--- src/rtl/gwa_pkg.sv ---
// Shared types and constants for the parameterised vending controller.
package gwa_pkg;

    typedef enum logic [1:0] {
        ST_COLLECT = 2'd0,
        ST_VEND    = 2'd1,
        ST_CHANGE  = 2'd2
    } state_t;

    localparam int COIN1 = 1;
    localparam int COIN2 = 2;

endpackage

--- src/rtl/gwa_change_unit.sv ---
// Change payout engine: while started, pays out the largest coin that fits
// the presented credit each cycle and reports the credit left behind.
module gwa_change_unit
    import gwa_pkg::*;
#(
    parameter int CREDIT_W = 4
) (
    input  logic                clk,
    input  logic                rst_n,
    input  logic                start,
    input  logic [CREDIT_W-1:0] credit,
    output logic [CREDIT_W-1:0] next_credit,
    output logic                eu1o,
    output logic                eu2o,
    output logic                done
);

    localparam logic [CREDIT_W-1:0] ONE = CREDIT_W'(COIN1);
    localparam logic [CREDIT_W-1:0] TWO = CREDIT_W'(COIN2);

    logic pay1;
    logic pay2;

    // Choose this cycle's coin (2 Euro preferred) and the credit remaining after it.
    always_comb begin
        pay1        = 1'b0;
        pay2        = 1'b0;
        next_credit = credit;
        if (start) begin
            if (credit >= TWO) begin
                pay2        = 1'b1;
                next_credit = credit - TWO;
            end else if (credit == ONE) begin
                pay1        = 1'b1;
                next_credit = credit - ONE;
            end
        end
        done = start && (next_credit == '0);
    end

    // Register the coin pulses so they appear in the cycle after the payout decision.
    always_ff @(posedge clk or negedge rst_n) begin
        if (!rst_n) begin
            eu1o <= 1'b0;
            eu2o <= 1'b0;
        end else begin
            eu1o <= pay1;
            eu2o <= pay2;
        end
    end

endmodule

--- src/rtl/gwa_vend_param.sv ---
// Two-product vending controller with coin acceptance, rejection, vend and
// change payout; prices and credit ceiling are parameters.
module gwa_vend_param
    import gwa_pkg::*;
#(
    parameter int PRICE_A    = 3,
    parameter int PRICE_B    = 4,
    parameter int MAX_CREDIT = 7,
    parameter int CREDIT_W   = 4
) (
    input  logic                clk,
    input  logic                rst_n,
    input  logic                eu1,
    input  logic                eu2,
    input  logic                buy_a,
    input  logic                buy_b,
    input  logic                cancel,
    output logic                vend_a,
    output logic                vend_b,
    output logic                eu1o,
    output logic                eu2o,
    output logic                rej1o,
    output logic                rej2o,
    output logic                busy,
    output logic [CREDIT_W-1:0] credit
);

    if (MAX_CREDIT < 2) begin : g_bad_max
        $error("MAX_CREDIT must be at least 2");
    end
    if (PRICE_A < 1 || PRICE_A > MAX_CREDIT) begin : g_bad_price_a
        $error("PRICE_A must lie in 1..MAX_CREDIT");
    end
    if (PRICE_B < 1 || PRICE_B > MAX_CREDIT) begin : g_bad_price_b
        $error("PRICE_B must lie in 1..MAX_CREDIT");
    end
    if (CREDIT_W < 2 || CREDIT_W > 30 || (MAX_CREDIT + 2) >= (1 << CREDIT_W)) begin : g_bad_width
        $error("CREDIT_W too narrow to hold MAX_CREDIT+2");
    end

    localparam logic [CREDIT_W-1:0] MAX_C = CREDIT_W'(MAX_CREDIT);
    localparam logic [CREDIT_W-1:0] VAL1  = CREDIT_W'(COIN1);
    localparam logic [CREDIT_W-1:0] VAL2  = CREDIT_W'(COIN2);
    localparam logic [CREDIT_W-1:0] PRC_A = CREDIT_W'(PRICE_A);
    localparam logic [CREDIT_W-1:0] PRC_B = CREDIT_W'(PRICE_B);

    state_t              state_q;
    state_t              state_n;
    logic [CREDIT_W-1:0] credit_n;
    logic                vend_a_n;
    logic                vend_b_n;
    logic                rej1_n;
    logic                rej2_n;
    logic                busy_n;

    logic                chg_start;
    logic [CREDIT_W-1:0] chg_credit;
    logic                chg_done;

    assign chg_start = (state_q == ST_CHANGE);

    gwa_change_unit #(
        .CREDIT_W (CREDIT_W)
    ) u_change (
        .clk         (clk),
        .rst_n       (rst_n),
        .start       (chg_start),
        .credit      (credit),
        .next_credit (chg_credit),
        .eu1o        (eu1o),
        .eu2o        (eu2o),
        .done        (chg_done)
    );

    // Next state, next credit and next-cycle pulses from the single highest-priority event.
    always_comb begin
        state_n  = state_q;
        credit_n = credit;
        vend_a_n = 1'b0;
        vend_b_n = 1'b0;
        rej1_n   = 1'b0;
        rej2_n   = 1'b0;
        unique case (state_q)
            ST_COLLECT: begin
                if (eu1) begin
                    if (credit + VAL1 <= MAX_C) credit_n = credit + VAL1;
                    else                        rej1_n   = 1'b1;
                    rej2_n = eu2;
                end else if (eu2) begin
                    if (credit + VAL2 <= MAX_C) credit_n = credit + VAL2;
                    else                        rej2_n   = 1'b1;
                end else if (cancel) begin
                    if (credit != '0) state_n = ST_CHANGE;
                end else if (buy_a) begin
                    if (credit >= PRC_A) begin
                        state_n  = ST_VEND;
                        credit_n = credit - PRC_A;
                        vend_a_n = 1'b1;
                    end
                end else if (buy_b) begin
                    if (credit >= PRC_B) begin
                        state_n  = ST_VEND;
                        credit_n = credit - PRC_B;
                        vend_b_n = 1'b1;
                    end
                end
            end
            ST_VEND: begin
                rej1_n  = eu1;
                rej2_n  = eu2;
                state_n = (credit != '0) ? ST_CHANGE : ST_COLLECT;
            end
            ST_CHANGE: begin
                rej1_n   = eu1;
                rej2_n   = eu2;
                credit_n = chg_credit;
                if (chg_done) state_n = ST_COLLECT;
            end
            default: begin
                state_n  = ST_COLLECT;
                credit_n = '0;
            end
        endcase
        busy_n = (state_n != ST_COLLECT);
    end

    // State, credit and all controller outputs are held in registers.
    always_ff @(posedge clk or negedge rst_n) begin
        if (!rst_n) begin
            state_q <= ST_COLLECT;
            credit  <= '0;
            vend_a  <= 1'b0;
            vend_b  <= 1'b0;
            rej1o   <= 1'b0;
            rej2o   <= 1'b0;
            busy    <= 1'b0;
        end else begin
            state_q <= state_n;
            credit  <= credit_n;
            vend_a  <= vend_a_n;
            vend_b  <= vend_b_n;
            rej1o   <= rej1_n;
            rej2o   <= rej2_n;
            busy    <= busy_n;
        end
    end

endmodule

--- config.mk ---
export PLATFORM = sky130hd
export DESIGN_NAME = gwa_vend_param
export DESIGN_NICKNAME = d
export VERILOG_FILES = /design/src/rtl/gwa_pkg.sv /design/src/rtl/gwa_change_unit.sv /design/src/rtl/gwa_vend_param.sv
export SDC_FILE = /design/constraint.sdc
export NUM_CORES = 1
export LEC_CHECK = 0
export CORE_MARGIN = 5
export CORE_UTILIZATION = 53
export CTS_CLUSTER_SIZE = 20
export DETAILED_ROUTE_END_ITERATION = 10
export PLACE_DENSITY = 0.84
export SYNTH_ARGS = -nofsm -noshare
export SYNTH_HDL_FRONTEND = slang
export SYNTH_HIERARCHICAL = 1
export SYNTH_SLANG_ARGS = --single-unit
--- constraint.sdc ---
create_clock -name clk -period 5.1 [get_ports clk]
set_clock_uncertainty 0.15 [all_clocks]
set_input_delay 0.765 -clock clk [delete_from_list [all_inputs] [get_ports clk]]
set_output_delay 0.765 -clock clk [all_outputs]
set_load 0.05 [all_outputs]
==> results of run 1 <==
final cells by class:
type | instances | area, sq um | share of cell area
Timing Repair Buffer | 17 | 170.2 | 0.1197
Multi-Input combinational cell | 104 | 808.3 | 0.5687
Sequential cell | 13 | 325.3 | 0.2289
Inverter | 15 | 56.30 | 0.03961
Clock buffer | 4 | 26.28 | 0.01849
Tap cell | 28 | 35.03 | 0.02465
worst paths after layout:
path / from / endpoint / slack, ps
worst min register to register: state_q[1] / state_q[1] / 590
max in group asynchronous: rst_n / credit[0] / 3710
worst max-delay path: credit[1] / busy / 2220
min in group asynchronous: rst_n / credit[3] / 700
worst min-delay path: state_q[1] / state_q[1] / 590
worst max register to register: credit[1] / busy / 2220
metal layers:
metal,wire length [um],up-vias,GRT usage,part of all wire
met4,62,0,0.07285,0.021
met2,1341,39,0.3161,0.46
met5,0,-,0,0
met1,1324,538,0.2480,0.45
li1,-,527,-,-
met3,211,7,0.02673,0.072
synth_stat cells, types with 3 or more instances:
cell / number / share of area
a31oi_1: 4 / 0.021
ha_1: 15 / 0.15
dfrtp_1: 13 / 0.27
mux2i_1: 4 / 0.033
inv_1: 15 / 0.046
nand3_1: 4 / 0.016
nor2_1: 7 / 0.022
a21oi_1: 10 / 0.041
nand2_1: 10 / 0.031
xnor2_1: 4 / 0.029
nor3_1: 3 / 0.012
nor2b_1: 4 / 0.021
o21ai_0: 3 / 0.012
power by group through the flow:
stage                     Combinational, mW  Clock [mW]  Sequential [mW]
after floorplan                       0.448           0            0.301
after global placement                0.692           0            0.214
after detailed placement              0.706           0            0.218
after CTS                             0.711      0.0642            0.216
after global routing                  0.784      0.0696            0.223
final                                 0.717      0.0647            0.216
per-stage QoR:
| step | utilization | total power, mW | cells | hold WS [ps] |
|---|---|---|---|---|
| floorplan | - | 0.7482 | 136 | 319.4 |
| global placement | 0.6368 | 0.9056 | 177 | 565.5 |
| detailed placement | 0.6368 | 0.9243 | 177 | 549.7 |
| CTS | 0.6488 | 0.9907 | 181 | 570.8 |
| global route | 0.6488 | 1.076 | 181 | 660.1 |
| finish | 0.6488 | 0.9973 | 181 | 588.1 |
cells by family (layout without fill, tap and decap cells):
logic type      count (synthesis)  after routing  share of synthesized area
fa+ha+maj                      15             15                     0.1545
simple gates                   38             38                     0.1710
buf+inv                        19             36                    0.06693
compound gates                 41             41                     0.2636
mux                             4              4                    0.03296
flops                          13             13                     0.2678
xor+xnor                        6              6                    0.04325
worst max-delay path, cell delays in order, from the launching register on:
cell and delay [ps]:
dfrtp_1 610, inv_1 240, ha_1 300, nor2b_1 180, o41a_1 330, a2111oi_2 290
nor2b_1 100, a22oi_1 240, nor2_1 60, a311o_1 260
sequential cells by signal, indices dropped and copies added, names as in the netlist:
name	cells
vend_a	1
u_change/eu2o	1
rej2o	1
credit	4
state_q	2
vend_b	1
rej1o	1
busy	1
u_change/eu1o	1
==> flow_summary.toml, run 1 <==
[job]
cap_violations = 0

[routing]
first_iter_violations = 23
via_per_inst = 6.138
drc = 0
wl_per_cell_um = 16.24
vias = 1111
routed_wl_um = 2939
drtPass1Iterations = 4
ant_nets = 0

[synthesis]
yosysWarningCount = 6
syn-mean-instance-area_sq_um = 8.933
syn_nets = 158
synth_area_sq_um = 1215
synth-edff-count = 0
netlist_instances = 136
synth_seq_cells = 13
synthArstFlopShare = 1.000
seq_area_frac_synth = 0.2678
synth_flop_cell = "dfrtp_1"
yosysUniqueCellTypes = 43

[pwr]
p_seq_frac = 0.216
switchingPower_uw = 531.5
power.leakage_nw = 0.6278
pwr_density_cell_nw_per_um2 = 701.6
p_clk_frac = 0.065
p_int_uw = 465.8
power_frac_comb = 0.719
peakVddDrop_mv = 0.3449
sw_frac_of_total = 0.5329

[outcome]
outcome = "finished clean"

[floorplanning]
die_h_um = 57.88
core_area_sq_um = 2191
initial_core_util = 0.5545
fp.dieW_um = 57.88
io_pins = 18
die-area_sq_um = 3350
rows = 17

[placement]
port_buffers = 17
dp_hpwl_um = 2194
place_ws_ps = 2249
dpl_cell_area_sq_um = 1395
place.gp.congestion = 0.9013

[grt]
grt_first_pass_wirelength_um = 4995
grt_max_degree = 15
grt_overflow = 0
grt.total_usage = 0.1900
grt_pass1_vias = 1088
antenna_found_initial = 0

[sta]
finalHoldViolCount = 0
fin_crit_ps = 2884
worst_slack_ps = 2216
rsz0062_at_grt = "no"
fmaxAchievable_ghz = 0.3468
drv_slew = 0
min_period_over_period = 0.5654
slew_headroom = 0.6092
setup_violations = 0
tightest_slew_ps = 584.4
tns_ps = 0

[layout]
syn2layout_area_growth_pct = 16.99
final_common_cell = "clkdlybuf4s50_1"
layout.nets = 176
mostFrequentLayoutCells = "clkdlybuf4s50_1, inv_1, ha_1, dfrtp_1"
layout-drive-gt1-share = 0.08497
n_antenna_cell = 0
fill_cells = 190
stdcell_area_sq_um = 1421

[critical_path]
end_kind = "register"
crit_fanout = 10
cp.required_ps = 5120
crit_type = "register to register"
crit_arrival_ps = 2900
rr_worst_depth = 9
crit_path_start_kind = "register"

[hold_path]
whs_path_depth = 2
hp-class = "register to register"

[clock_network]
cts_hold_buffers = 0
cts-root-buf = "clkbuf_4"
clkTransAtPathRegs_ps = 80
cts_tree = "yes"
clock_latency_ps = 280
clock_path_buffers = 2
postCtsSetupRepairBufs = 0
cts_made_buffers = 3
cts.repair.resized = 0
cts_num_sinks = 13
h-tree-depth = 1
Note: power is estimated with default switching activity, not from simulation.
==> inputs of run 2 (changes only) <==
- clock period: 5.1 -> 2.7 ns (I/O delays scaled with it)
==> flow_summary.toml, run 2 (synthesis gave the netlist of run 1 again) <==
[placement]
numPlacedInstances = 181
place_ws_ps = 121.1
place.gp.congestion = 0.8926
port_buffers = 17
dp_hpwl_um = 2232

[grt]
grt_overflow = 0
grt_first_pass_wirelength_um = 4857
grt_pass1_vias = 1095
grt_max_degree = 15
grt.total_usage = 0.1824
antenna_found_initial = 0

[sta]
slew_headroom = 0.6252
setup_violations = 0
min_period_over_period = 0.9959
finalHoldViolCount = 0
tightest_slew_ps = 560.4
fin_crit_ps = 2689
tns_ps = 0
fmaxAchievable_ghz = 0.3719
drv_slew = 0
worst_slack_ps = 11.02

[floorplanning]
fp.dieW_um = 57.88
initial_core_util = 0.5545
die_h_um = 57.88
rows = 17
core_area_sq_um = 2191
die-area_sq_um = 3350
io_pins = 18

[pwr]
pwr_density_cell_nw_per_um2 = 1341
p_clk_frac = 0.059
power.leakage_nw = 0.6741
p_int_uw = 979.5
switchingPower_mw = 1.041
p_total_mw = 2.021
power_frac_comb = 0.768
peakVddDrop_mv = 0.8032
p_seq_frac = 0.173
sw_frac_of_total = 0.5153

[critical_path]
end_kind = "register"
crit_arrival_ps = 2690
crit_path_start_kind = "register"
rr_startpoint = "credit[0]"
rr_worst_depth = 10
cp.required_ps = 2700
crit_fanout = 8
crit_type = "register to register"
reg2reg_to = "busy"
r2r_slack_ps = 10

[layout]
final_common_cell = "clkdlybuf4s50_1"
top_register = "credit"
top_regs = "credit x4, state_q x2"
mostFrequentLayoutCells = "clkdlybuf4s50_1, inv_1, ha_1, dfrtp_1"
layout-drive-gt1-share = 0.1656
largest_reg_flops = 4
syn2layout_area_growth_pct = 24.00
n_antenna_cell = 0
layout.nets = 186
stdcell_count = 191

[routing]
via_per_inst = 6.236
vias = 1191
first_iter_violations = 35
drtPass1Iterations = 4
routed_wl_um = 2989
drc = 0
ant_nets = 0
wl_per_cell_um = 15.65

[clock_network]
clock_path_buffers = 2
cts-root-buf = "clkbuf_4"
cts_tree = "yes"
cts_made_buffers = 3
clkTransAtPathRegs_ps = 80
clock_latency_ps = 280
cts_num_sinks = 13
h-tree-depth = 1
cts_hold_buffers = 0

[outcome]
outcome = "finished clean"

[hold_path]
hp-class = "input pin to asynchronous set/reset pin"

[job]
cap_violations = 0
[run 2: cell types whose count changed in the layout (fill, tap and decap cells not counted), sizes merged]
cell | before | now
buf | 0 | 10
[run 2: timing repair]
action                                  4_1_cts  5_1_grt
endpoints found under the setup margin        0        1
buffers inserted                              0        6
resized for setup                             0        2
[run 2: how the worst max path moves through the flow]
| stage | slack, ps | cells after the start | start | end |
|---|---|---|---|---|
| after detailed placement | 120 | 9 | credit[1] | busy |
| after global routing | -70 | 10 | credit[0] | busy |
| final | 10 | 10 | credit[0] | busy |
| after global placement | 170 | 9 | credit[1] | busy |
| after floorplan | 40 | 9 | credit[0] | busy |
| after CTS | 90 | 9 | credit[0] | busy |
[run 2: per-layer routing]
layer  track usage  routed length [um]
met1        0.2361                1216
met2        0.2968                1435
met3       0.03118                 258
met4       0.07947                  78
met5             0                   0
[run 2: cell type report]
type / instances / area (sq um)
inverter: 15 / 56.30
tap: 28 / 35.03
timing repair buffer: 27 / 245.2
multi-input combinational: 104 / 815.8
sequential: 13 / 327.8
fill: 163 / 684.4
clock buffer: 4 / 26.28
[run 2: power by group through the flow]
stage	registers, mW	logic (mW)	clock network (mW)
5_1_grt	0.360	1.70	0.141
3_5_place_dp	0.366	1.42	0
4_1_cts	0.363	1.43	0.126
6_report	0.349	1.55	0.120
3_3_place_gp	0.361	1.39	0
2_1_floorplan	0.571	0.845	0
[run 2: critical path: stages, from the launching register on]
cell and delay [ps]:
dfrtp_2 410, inv_1 90, ha_2 220, nor4_4 270, buf_4 200, mux2i_1 110
a2111oi_2 370, nor2b_1 120, a21oi_1 180, nor3_1 100, a311o_1 330
[run 2: metrics by stage]
step	hold WS, ps	util	area (sq um)
finish	326.1	0.6876	1506
global route	373.6	0.6876	1506
CTS	341.9	0.6636	1454
detailed placement	441.4	0.6516	1428
global placement	437.9	0.6516	1428
floorplan	-40.59	-	1217
==> inputs of run 3 (changes only) <==
- SETUP_SLACK_MARGIN: not set -> 0.1
==> flow_summary.toml, run 3 (synthesis gave the netlist of run 1 again) <==
[critical_path]
rr_startpoint = "credit[0]"
crit_family = "compound AO/OA/AOI/OAI gates"
crit_type = "register to register"
rr_worst_depth = 9
slowest_stage = "dfrtp_4"
reg2reg_to = "busy"
r2r_slack_ps = 150
slowest_delay_ps = 480
crit_chain = "buf_4 > ha_2 > nor2b_1 > o41a_1 > a2111oi_2 > nor2b_1 > a22oi_2 > nor2_1 > a311o_1"
crit_top_cell = "nor2b_1"
crit_arrival_ps = 2550
path_buf_inv = 1
crit_fanout = 12
cp.required_ps = 2690
crit_path_start_kind = "register"
end_kind = "register"

[sta]
finalHoldViolCount = 0
fmaxAchievable_ghz = 0.3915
tns_ps = 0
setup_violations = 0
drv_slew = 0
fin_crit_ps = 2554
tightest_slew_ps = 577.9
slew_headroom = 0.6135
min_period_over_period = 0.9460
rsz0062_at_grt = "no"

[floorplanning]
initial_core_util = 0.5545
rows = 17
io_pins = 18
core_area_sq_um = 2191
fp.dieW_um = 57.88
die_h_um = 57.88
die-area_sq_um = 3350

[job]
cap_violations = 0

[clock_network]
cts_made_buffers = 3
cts-root-buf = "clkbuf_4"
h-tree-depth = 1
clkTransAtPathRegs_ps = 80
cts_num_sinks = 13
clock_latency_ps = 270
cts_tree = "yes"
clock_path_buffers = 2

[grt]
grt_overflow = 0
antenna_found_initial = 0
grt_first_pass_wirelength_um = 4947
grt.total_usage = 0.1868
grt_pass1_vias = 1093
grt_max_degree = 15

[layout]
mostFrequentLayoutCells = "clkdlybuf4s50_1, inv_1, ha_1"
top_register = "credit"
n_antenna_cell = 0
final_core_util = 0.6916
final_common_cell = "clkdlybuf4s50_1"
top_regs = "credit x4, state_q x2"
layout.nets = 185
syn2layout_area_growth_pct = 24.72
fill_cells = 161
largest_reg_flops = 4
layout-drive-gt1-share = 0.1790

[routing]
ant_nets = 0
via_per_inst = 5.937
first_iter_violations = 39
drtPass1Iterations = 4
routed_wl_um = 2939
wl_per_cell_um = 15.47
vias = 1128
drc = 0

[pwr]
power.leakage_nw = 0.6676
peakVddDrop_mv = 0.8102
p_total_mw = 2.013
pwr_density_cell_nw_per_um2 = 1328

[outcome]
outcome = "finished clean"

[placement]
dp_hpwl_um = 2223
place.gp.congestion = 0.8908
port_buffers = 17

[hold_path]
hp-class = "input pin to asynchronous set/reset pin"
## run 3: cell count changes in the layout (fill, tap and decap cells not counted), sizes merged
cell / previous run / this run
buf: 10 / 9
## run 3: power by group
group          leakage (nW)  switching [mW]  internal (mW)
registers             0.164          0.0774          0.279
logic                 0.488           0.889          0.650
clock network        0.0150          0.0603         0.0571
## run 3: cell type report
class	instances	area (sq um)	area share
Tap cell	28	35.03	0.02312
Multi-Input combinational cell	104	828.3	0.5467
Clock buffer	4	26.28	0.01734
Sequential cell	13	331.6	0.2188
Inverter	15	56.30	0.03716
Timing Repair Buffer	26	237.7	0.1569
## run 3: per-stage QoR
step	setup slack [ps]	cells	hold slack, ps	area, sq um
2_1_floorplan	115.2	136	-40.59	1221
5_1_grt	68.28	190	407.7	1515
4_1_cts	104.7	185	365.4	1458
6_report	145.8	190	346.9	1515
3_5_place_dp	118.6	181	427.6	1431
3_3_place_gp	186.3	181	426.1	1431
## run 3: per-layer routing
metal,vias up,routed length [um],GRT usage
met2,60,1371,0.2903
met4,0,34,0.07947
li1,549,-,-
met5,-,0,0
met1,515,1260,0.2598
met3,4,273,0.02227
## run 3: repair_timing
item / in CTS / in global routing
hold buffers: 0 / 0
pin swaps: 1 / 3
setup buffers: 0 / 5
gates resized for setup: 0 / 5
endpoints found under the setup margin: 1 / 1
## run 3: worst max-delay path by stage
| stage | startpoint | to | slack (ps) | depth (start not counted) |
|---|---|---|---|---|
| after global placement | credit[0] | busy | 190 | 9 |
| after floorplan | credit[0] | busy | 120 | 9 |
| after global routing | credit[0] | busy | 70 | 9 |
| final | credit[0] | busy | 150 | 9 |
| after CTS | credit[0] | busy | 100 | 9 |
| after detailed placement | credit[0] | busy | 120 | 9 |
